`src/rtl/pacman_pkg.sv`:
```
// pacman_pkg: constants and helpers shared by the Pac-Man motion controller
// and, later, the ghost controllers.
//   - one-hot direction codes (bit0 left, bit1 right, bit2 up, bit3 down)
//   - playfield geometry (grid origin in pixels, cell size, grid size)
//   - motion FSM state encoding
//   - opposite_dir / is_one_hot helpers
package pacman_pkg;

  localparam logic [3:0] DIR_L = 4'b0001;
  localparam logic [3:0] DIR_R = 4'b0010;
  localparam logic [3:0] DIR_U = 4'b0100;
  localparam logic [3:0] DIR_D = 4'b1000;

  localparam int GRID_X0 = 150;
  localparam int GRID_Y0 = 34;
  localparam int CELL    = 60;
  localparam int GRID_N  = 8;

  typedef enum logic [1:0] {
    ST_IDLE   = 2'd0,
    ST_REQ    = 2'd1,
    ST_DECIDE = 2'd2,
    ST_MOVE   = 2'd3
  } state_t;

  // Reverse heading; anything that is not a single direction maps to "stopped".
  function automatic logic [3:0] opposite_dir(input logic [3:0] d);
    case (d)
      DIR_L:   return DIR_R;
      DIR_R:   return DIR_L;
      DIR_U:   return DIR_D;
      DIR_D:   return DIR_U;
      default: return 4'b0000;
    endcase
  endfunction

  function automatic logic is_one_hot(input logic [3:0] d);
    return (d != 4'b0000) && ((d & (d - 4'd1)) == 4'b0000);
  endfunction

endpackage

```
`src/rtl/pacman_motion_ctrl_step.sv`:
```
// motion_step: combinational single-step position update.
// Ports:
//   col, row        in  3  current cell
//   xoff, yoff      in  6  sub-cell offset, 0..CELL-1
//   dir             in  4  one-hot heading; zero or multi-hot holds position
//   nxt_col/nxt_row out 3  cell after one step
//   nxt_xoff/yoff   out 6  offset after one step
// Parameter STEP: pixels per step, must divide CELL.
module motion_step
  import pacman_pkg::*;
#(
  parameter int STEP = 2
) (
  input  logic [2:0] col,
  input  logic [2:0] row,
  input  logic [5:0] xoff,
  input  logic [5:0] yoff,
  input  logic [3:0] dir,
  output logic [2:0] nxt_col,
  output logic [2:0] nxt_row,
  output logic [5:0] nxt_xoff,
  output logic [5:0] nxt_yoff
);

  localparam logic [5:0] STEP_OFF = 6'(STEP);
  // Offset landed on when stepping backwards out of an aligned position.
  localparam logic [5:0] WRAP_OFF = 6'(CELL - STEP);
  localparam logic [6:0] CELL_7   = 7'(CELL);

  logic [6:0] xsum;
  logic [6:0] ysum;

  always_comb begin
    nxt_col  = col;
    nxt_row  = row;
    nxt_xoff = xoff;
    nxt_yoff = yoff;
    xsum     = {1'b0, xoff} + {1'b0, STEP_OFF};
    ysum     = {1'b0, yoff} + {1'b0, STEP_OFF};
    case (dir)
      DIR_R: begin
        if (xsum >= CELL_7) begin
          nxt_xoff = 6'd0;
          nxt_col  = col + 3'd1;
        end else begin
          nxt_xoff = xsum[5:0];
        end
      end
      DIR_L: begin
        if (xoff == 6'd0) begin
          nxt_xoff = WRAP_OFF;
          nxt_col  = col - 3'd1;
        end else begin
          nxt_xoff = xoff - STEP_OFF;
        end
      end
      DIR_D: begin
        if (ysum >= CELL_7) begin
          nxt_yoff = 6'd0;
          nxt_row  = row + 3'd1;
        end else begin
          nxt_yoff = ysum[5:0];
        end
      end
      DIR_U: begin
        if (yoff == 6'd0) begin
          nxt_yoff = WRAP_OFF;
          nxt_row  = row - 3'd1;
        end else begin
          nxt_yoff = yoff - STEP_OFF;
        end
      end
      default: ;
    endcase
  end

endmodule

```
`src/rtl/pacman_motion_ctrl.sv`:
```
// pacman_motion_ctrl: per-frame Pac-Man motion sequencer.
// Holds position as cell + sub-cell offset, buffers the direction request,
// consults the legal-moves table once per cell centre and steps the sprite.
// Ports:
//   clk, rst_n        clock, synchronous active-low reset
//   tick              one-cycle frame strobe
//   btn_dir[3:0]      one-hot request (L,R,U,D = bit0..3)
//   lk_req            lookup strobe, one cycle per aligned tick
//   lk_col/lk_row     queried cell
//   lk_legal[3:0]     legal exits of queried cell
//   xpos/ypos[9:0]    sprite top-left pixel
//   cur_dir[3:0]      current heading, 0 = stopped
//   moved             pulse when position changes
//   tick_drop         pulse when a tick arrives while busy
//   dbg_state[1:0]    FSM state for observation
// Lookup handshake: lk_req is high for exactly one cycle with lk_col/lk_row
// stable; the table must present lk_legal in the following cycle, where it is
// sampled once. There is no ready/backpressure; lk_legal is ignored at all
// other times.
module pacman_motion_ctrl
  import pacman_pkg::*;
#(
  parameter int START_COL = 3,
  parameter int START_ROW = 6,
  parameter int STEP      = 2
) (
  input  logic       clk,
  input  logic       rst_n,
  input  logic       tick,
  input  logic [3:0] btn_dir,
  output logic       lk_req,
  output logic [2:0] lk_col,
  output logic [2:0] lk_row,
  input  logic [3:0] lk_legal,
  output logic [9:0] xpos,
  output logic [9:0] ypos,
  output logic [3:0] cur_dir,
  output logic       moved,
  output logic       tick_drop,
  output logic [1:0] dbg_state
);

  state_t     state, state_nxt;
  logic [2:0] col, row;
  logic [5:0] xoff, yoff;
  logic [3:0] pend, pend_nxt, cur_dir_nxt;
  logic [3:0] edge_block, legal_eff;
  logic       aligned, adopt, start_req, do_step;
  logic [2:0] step_col, step_row;
  logic [5:0] step_xoff, step_yoff;

  motion_step #(.STEP(STEP)) u_step (
    .col      (col),
    .row      (row),
    .xoff     (xoff),
    .yoff     (yoff),
    .dir      (cur_dir),
    .nxt_col  (step_col),
    .nxt_row  (step_row),
    .nxt_xoff (step_xoff),
    .nxt_yoff (step_yoff)
  );

  assign aligned   = (xoff == 6'd0) && (yoff == 6'd0);
  assign xpos      = 10'(GRID_X0) + 10'(col) * 10'(CELL) + {4'b0000, xoff};
  assign ypos      = 10'(GRID_Y0) + 10'(row) * 10'(CELL) + {4'b0000, yoff};
  assign dbg_state = state;

  always_comb begin
    state_nxt   = state;
    cur_dir_nxt = cur_dir;
    adopt       = 1'b0;
    start_req   = 1'b0;
    do_step     = 1'b0;
    // Exits leaving the grid are blocked regardless of what the table says.
    edge_block  = 4'b0000;
    if (col == 3'd0)              edge_block = edge_block | DIR_L;
    if (col == 3'(GRID_N - 1))    edge_block = edge_block | DIR_R;
    if (row == 3'd0)              edge_block = edge_block | DIR_U;
    if (row == 3'(GRID_N - 1))    edge_block = edge_block | DIR_D;
    legal_eff   = lk_legal & ~edge_block;

    case (state)
      ST_IDLE: begin
        if (tick) begin
          if (aligned) begin
            start_req = 1'b1;
            state_nxt = ST_REQ;
          end else begin
            // Between cell centres only a reversal may change heading.
            if ((pend != 4'b0000) && (pend == opposite_dir(cur_dir))) begin
              cur_dir_nxt = pend;
              adopt       = 1'b1;
            end
            state_nxt = ST_MOVE;
          end
        end
      end
      ST_REQ: state_nxt = ST_DECIDE;
      ST_DECIDE: begin
        if ((pend != 4'b0000) && ((pend & legal_eff) != 4'b0000)) begin
          cur_dir_nxt = pend;
          adopt       = 1'b1;
          state_nxt   = ST_MOVE;
        end else if ((cur_dir != 4'b0000) && ((cur_dir & legal_eff) != 4'b0000)) begin
          state_nxt = ST_MOVE;
        end else begin
          cur_dir_nxt = 4'b0000;
          state_nxt   = ST_IDLE;
        end
      end
      ST_MOVE: begin
        do_step   = (cur_dir != 4'b0000);
        state_nxt = ST_IDLE;
      end
      default: state_nxt = ST_IDLE;
    endcase

    // A new valid request wins over clearing on adoption: adoption already
    // consumed the old value this cycle.
    if (is_one_hot(btn_dir)) pend_nxt = btn_dir;
    else if (adopt)          pend_nxt = 4'b0000;
    else                     pend_nxt = pend;
  end

  always_ff @(posedge clk) begin
    if (!rst_n) state <= ST_IDLE;
    else        state <= state_nxt;
  end

  always_ff @(posedge clk) begin
    if (!rst_n) begin
      col       <= 3'(START_COL);
      row       <= 3'(START_ROW);
      xoff      <= 6'd0;
      yoff      <= 6'd0;
      cur_dir   <= 4'b0000;
      pend      <= 4'b0000;
      lk_req    <= 1'b0;
      lk_col    <= 3'd0;
      lk_row    <= 3'd0;
      moved     <= 1'b0;
      tick_drop <= 1'b0;
    end else begin
      cur_dir   <= cur_dir_nxt;
      pend      <= pend_nxt;
      lk_req    <= start_req;
      moved     <= do_step;
      tick_drop <= tick && (state != ST_IDLE);
      if (start_req) begin
        lk_col <= col;
        lk_row <= row;
      end
      if (do_step) begin
        col  <= step_col;
        row  <= step_row;
        xoff <= step_xoff;
        yoff <= step_yoff;
      end
    end
  end

endmodule

```
`config.mk`:
```
export PLATFORM = sky130hd
export DESIGN_NAME = pacman_motion_ctrl
export DESIGN_NICKNAME = d
export VERILOG_FILES = /design/src/rtl/pacman_pkg.sv /design/src/rtl/pacman_motion_ctrl_step.sv /design/src/rtl/pacman_motion_ctrl.sv
export SDC_FILE = /design/constraint.sdc
export NUM_CORES = 1
export LEC_CHECK = 0
export CORE_AREA = 2 2 84 86
export DETAILED_ROUTE_END_ITERATION = 8
export DIE_AREA = 0 0 86 88
export PLACE_DENSITY = 0.72
export SETUP_SLACK_MARGIN = 0.5
export SKIP_CTS_REPAIR_TIMING = 1
export SYNTH_ARGS = -nofsm -noshare
export SYNTH_HDL_FRONTEND = slang
export SYNTH_SLANG_ARGS = --single-unit
```
`constraint.sdc`:
```
create_clock -name clk -period 3.37 [get_ports clk]
set_input_delay 0.337 -clock clk [delete_from_list [all_inputs] [get_ports clk]]
set_output_delay 0.337 -clock clk [all_outputs]
set_load 0.005 [all_outputs]
```
# --- After elaboration in Yosys (flattened, before gate mapping) ---
# Index checks and enable logic that the tools add are counted.
word_totals:
  reg_bits: 37
  wordCells: 121
op_classes:
  n_addsub: 13
  n_mul: 2
  magnitude_cmp: 2
  n_eq_ne: 18
  mux: 42
  n_bitwise: 5
  n_reduce_logical: 27
op_table:
  columns: ["cell", "n"]
  rows:
  - ["4-bit 2-to-1 mux", 11]
  - ["6-bit 2-to-1 mux", 4]
  - ["6-bit one-hot mux with 2 select lines", 2]
  - ["10-bit by 6-bit adder with 10-bit output", 2]
  - ["4-bit nonzero test", 5]
  - ["4-bit bitwise AND", 4]
  - ["4-bit one-hot mux with 4 select lines", 1]
  - ["3-bit 2-to-1 mux", 5]
  - ["6-bit by 2-bit adder with 7-bit output, second input constant", 2]
  - ["7-bit by 6-bit >= comparator with 1-bit output, second input constant", 2]
  - ["3-bit by 4-bit multiplier with 7-bit output, second input constant", 2]
  - ["6-bit zero test", 2]
  - ["3-bit one-hot mux with 2 select lines", 2]
  - ["6-bit by 2-bit subtractor with 6-bit output, second input constant", 2]
  - ["6-bit by 9-bit adder with 10-bit output, first input constant", 1]
  - ["8-bit by 9-bit adder with 10-bit output, first input constant", 1]
  - ["2-bit 2-to-1 mux", 5]
  - ["2-bit != test, second input constant", 5]
  - ["2-bit nonzero test", 5]
  - ["1-bit 2-to-1 mux", 9]
  - ["2-bit one-hot mux with 4 select lines", 1]
  - ["4-bit one-hot mux with 2 select lines", 1]
  - ["4-bit AND reduction", 2]
  - ["3-bit by 1-bit adder with 3-bit output, second input constant", 2]
  - ["other kinds (20)", 31]

# --- Logic depth before layout (Yosys ltp) ---
logic_depth:
  word_depth: 14
  mapped_depth: 12
  ltp_nobuf: 12

# --- By module ---
# Synthesis repeated with hierarchy kept, for this count alone.
hier_totals:
  cells_unflattened: 436
  area_unflattened_um2: 3458.3
by_module_without_submodules:
  columns: ["module", "n_inst", "cells_each", "area_per_inst_um2"]
  rows:
  - ["pacman_motion_ctrl", 1, 306, 2576.2]
  - ["motion_step", 1, 130, 882.1]

# --- Least setup slack after synthesis ---
# OpenSTA, ideal clock, no wires.
synth_timing:
  path_type: "reg2out"
  from: "register row[1]"
  to: "output port ypos[8]"
  arrival_ns: 2.809
  required_time_ns: 3.033
  slack_ns: 0.224
  path_stages_with_launch: 12
  path_buffers: 0
  path_cell_list: "dfxtp_1 fa_1 ha_1 fa_1 inv_1 ha_1 inv_1 ha_1 inv_1 o21bai_1 a22oi_1 xor2_1"
synth_between:
  elab_chain_len: 3
synth_lines:
  columns: ["item", "line", "rtl"]
  rows:
  - ["start, declared", "pacman_motion_ctrl.sv:44", "logic [2:0] col, row;"]
  - ["start signal, assigned", "pacman_motion_ctrl.sv:134", "row <= 3'(START_ROW);"]
  - ["start signal, assigned", "pacman_motion_ctrl.sv:156", "row <= step_row;"]
  - ["3-bit by 4-bit multiplier with 7-bit output", "pacman_motion_ctrl.sv:66", "assign ypos = 10'(GRID_Y0) + 10'(row) * 10'(CELL) + {4'b0000, yoff};"]
  - ["6-bit by 9-bit adder with 10-bit output", "pacman_motion_ctrl.sv:66", null]
  - ["10-bit by 6-bit adder with 10-bit output", "pacman_motion_ctrl.sv:66", null]
  - ["end, declared", "pacman_motion_ctrl.sv:36", "output logic [9:0] ypos,"]
# Every way passes these cells.

# --- Worst setup path in the final report ---
layout_timing:
  from: "register row[0]"
  to: "output port ypos[7]"
# Same word-level chain as after synthesis.

==> impl_metrics.yaml <==
synthesis:
  synth_async_sr_flop_share: 0
  postSynthAreaPerCell_sq_um: 8.457
  postSynthCellCount: 382
  synth_seq_area_share: 0.2169
  yosys.cell_types.count: 60
  yosys_synthesis_warning_count: 0
  flop_and_latch_count_out_of_synthesis: 35
  synth_ff_type: "sky130_fd_sc_hd__dfxtp_1"
  synth.cell_area_sq_mm: 0.003231
  synth_edf_count: 0
sta:
  worst_pin_slew_ps: 613.6
  final.min_clock_period_ps: 3348
  max_freq_ghz: 0.2987
  unrepaired_setup_endpoints_after_global_routing: "yes"
  timing.clock.skew_ps: 3.956
  hold_violations: 0
  fin_worst_hold_slack_ps: 500.2
  setup-tns-final_ps: 0
  final.period_utilization: 0.9935
  slew_viol_final: 0
  final-setup-viol-count: 0
  slew-limit-headroom: 0.5866
floorplan:
  chipWidth_um: 86
  core_sq_mm: 0.006644
  rows: 30
  floorplan.die.height_um: 88
  initial_utilization: 0.4863
  num_io_pins: 46
  die_ar_sq_mm: 0.007568
clocking:
  clk_transition_reported_paths_ps: 70
  cts_tree: "built"
  clock_tree.buffer_depth: 2
  ctsHtreeMaxLevel: 2
  clkLatencyLatePin_ps: 290
  clk_tree_root_cell: "sky130_fd_sc_hd__clkbuf_8"
  tritoncts.num_buffers: 5
  clkSinkCount: 35
worst_setup_path:
  critPathRequiredTime_ps: 3030
  path_class: "flop to primary output"
  critical_path_arrival_ps: 3010
  critical_path.startpoint_type: "flop"
  delay_of_the_slowest_critical_path_stage_ps: 510
  path_buf_inv: 4
  worst-path-max-fanout: 2
  critical-path-slowest-cell: "sky130_fd_sc_hd__fa_1"
  timing.critical_path.to_type: "primary output"
  critical_path.top_delay_family: "adder cells"
  critical_path.cell_chain: "fa_1 -> ha_2 -> fa_1 -> inv_2 -> ha_4 -> inv_2 -> ha_4 -> inv_4 -> o21bai_4 -> a21oi_2 -> xnor2_1 -> buf_2"
layout:
  finalNetCount: 498
  antenna-diode-count: 0
  multiInputGateArea_sq_mm: 0.002512
  storage_cell_area_sq_um: 710.7
  number_of_fill_cells: 577
  area.growth.synth_to_final_pct: 27.27
  post_route_cells_drive_above_1_share: 0.2141
pwr:
  power_leakage_nw: 1.753
  powerDensity_mw_per_mm2: 214.5
  vdd_ir_drop_max_v: 0.0001778
grt:
  grt_util_all_layers: 0.1968
  vias_in_the_first_global_route: 2703
  grt_pass1_wl_um: 12100
  antenna_violations_before_repair: 0
  globalRoute.totalOverflow: 0
  grt_max_degree: 27
routing:
  route.detailed.drc: 0
  routed_via_density: 5.592
  dr_total_vias: 2902
  dr.pass1.iters: 4
  detailed_route_iter0_violations: 129
  routedWlPerCell_um: 14.05
  detail-route-antenna-nets: 0
  routed_wirelength_um: 7290
min_path:
  timing.hold.worst.class: "flop to flop"
outcome:
  run_status: "finished clean"
placement:
  buffer_ports.inserted: 43
  place_congestion: 0.8757
  post-dp-hpwl_um: 5624
run:
  drv.max_cap_violation_count: 0
==> cell type report <==
| type | instances | share of cell area |
|---|---|---|
| repair buffers | 66 | 0.1385 |
| inverters | 34 | 0.03256 |
| clock inverters | 2 | 0.003043 |
| multi-input cells | 296 | 0.6111 |
| well taps | 80 | 0.02435 |
| clock buffers | 6 | 0.01765 |
| flip-flops and latches | 35 | 0.1729 |
==> worst paths after layout <==
kind | depth (start not counted) | startpoint | end | slack [ps]
worst max register to register | 8 | xoff[1]$_SDFFE_PN0P_ | col[0]$_SDFFE_PN1P_ | 760
worst min register to register | 2 | lk_row[0]$_SDFFE_PN0P_ | lk_row[0]$_SDFFE_PN0P_ | 500
worst max-delay path | 12 | row[0]$_SDFFE_PN0P_ | ypos[7] | 20
worst min-delay path | 2 | lk_row[0]$_SDFFE_PN0P_ | lk_row[0]$_SDFFE_PN0P_ | 500
==> cells in the mapped netlist, types with 8 or more instances <==
cell / count / area, sq um
sky130_fd_sc_hd__nor2_1: 23 / 86.33
sky130_fd_sc_hd__xor2_1: 11 / 96.34
sky130_fd_sc_hd__nand2_1: 37 / 138.9
sky130_fd_sc_hd__clkbuf_1: 10 / 37.54
sky130_fd_sc_hd__mux2i_1: 13 / 130.1
sky130_fd_sc_hd__nand2b_1: 8 / 50.05
sky130_fd_sc_hd__inv_1: 33 / 123.9
sky130_fd_sc_hd__dfxtp_1: 35 / 700.7
sky130_fd_sc_hd__a21oi_1: 18 / 90.09
sky130_fd_sc_hd__nand3_1: 15 / 75.07
sky130_fd_sc_hd__xnor2_1: 12 / 105.1
sky130_fd_sc_hd__fa_1: 10 / 200.2
sky130_fd_sc_hd__a21o_1: 10 / 75.07
sky130_fd_sc_hd__o21ai_0: 12 / 60.06
sky130_fd_sc_hd__ha_1: 39 / 488.0
==> registers in the layout, indices dropped and copies added (netlist names) <==
signal,flops
lk_col,3
moved,1
yoff,5
tick_drop,1
col,3
pend,4
dbg_state,2
xoff,5
row,3
cur_dir,4
lk_row,3
lk_req,1
==> report_power, final <==
group          internal [mW]  switching [mW]  total, mW
combinational         0.0690          0.0627      0.132
sequential             0.427          0.0190      0.446
clock                  0.144           0.160      0.304
total                  0.640           0.242      0.882
==> worst min-delay path, stage by stage, from the launching register on <==
cell	delay [ps]
sky130_fd_sc_hd__dfxtp_1	330
sky130_fd_sc_hd__mux2i_1	70
sky130_fd_sc_hd__nor2_1	70
==> through the flow <==
| stage | utilization | power, mW | instance area (sq um) | worst slack [ps] | std cells |
|---|---|---|---|---|---|
| global route | 0.6188 | 0.9196 | 4111 | -88.42 | 519 |
| floorplan | - | 0.5328 | 3294 | 376.2 | 383 |
| global placement | 0.5829 | 0.5824 | 3872 | -40.83 | 507 |
| finish | 0.6188 | 0.8818 | 4111 | 21.86 | 519 |
| CTS | 0.5957 | 0.8881 | 3958 | -405.7 | 515 |
| detailed placement | 0.5829 | 0.5866 | 3872 | -82.61 | 507 |
==> layer usage <==
| layer | vias to the layer above | track usage | part of all wire |
|---|---|---|---|
| met5 | - | 0 | 0 |
| met4 | 0 | 0.05772 | 0.0093 |
| met3 | 5 | 0.03299 | 0.046 |
| met2 | 65 | 0.3284 | 0.47 |
| met1 | 1382 | 0.2621 | 0.47 |
| li1 | 1450 | - | - |
==> cells in the final DEF (no fill, tap or decap), types with 10 or more instances in the layout <==
cell type / Yosys / layout
sky130_fd_sc_hd__xor2_1: 11 / 11
sky130_fd_sc_hd__nand3_1: 15 / 15
sky130_fd_sc_hd__buf_4: 2 / 18
sky130_fd_sc_hd__ha_1: 39 / 28
sky130_fd_sc_hd__a21o_1: 10 / 10
sky130_fd_sc_hd__dfxtp_1: 35 / 29
sky130_fd_sc_hd__clkdlybuf4s50_1: 0 / 31
sky130_fd_sc_hd__a21oi_1: 18 / 15
sky130_fd_sc_hd__nand2_1: 37 / 37
sky130_fd_sc_hd__xnor2_1: 12 / 10
sky130_fd_sc_hd__nor2_1: 23 / 23
sky130_fd_sc_hd__o21ai_0: 12 / 10
sky130_fd_sc_hd__inv_1: 33 / 27
sky130_fd_sc_hd__mux2i_1: 13 / 13
==> cells by family (layout without fill, tap and decap cells) <==
family	after synthesis	count (layout)	synth area share
XOR/XNOR	23	23	0.06235
AND/OR/NAND/NOR	125	125	0.2111
multiplexers	18	18	0.05770
adder cells (fa/ha/maj)	51	51	0.2192
buffers and inverters	52	108	0.06894
flip-flops	35	35	0.2169
other	1	2	0.001161
AO/OA/AOI/OAI	77	77	0.1627
Note: power is estimated with default switching activity, not from simulation.
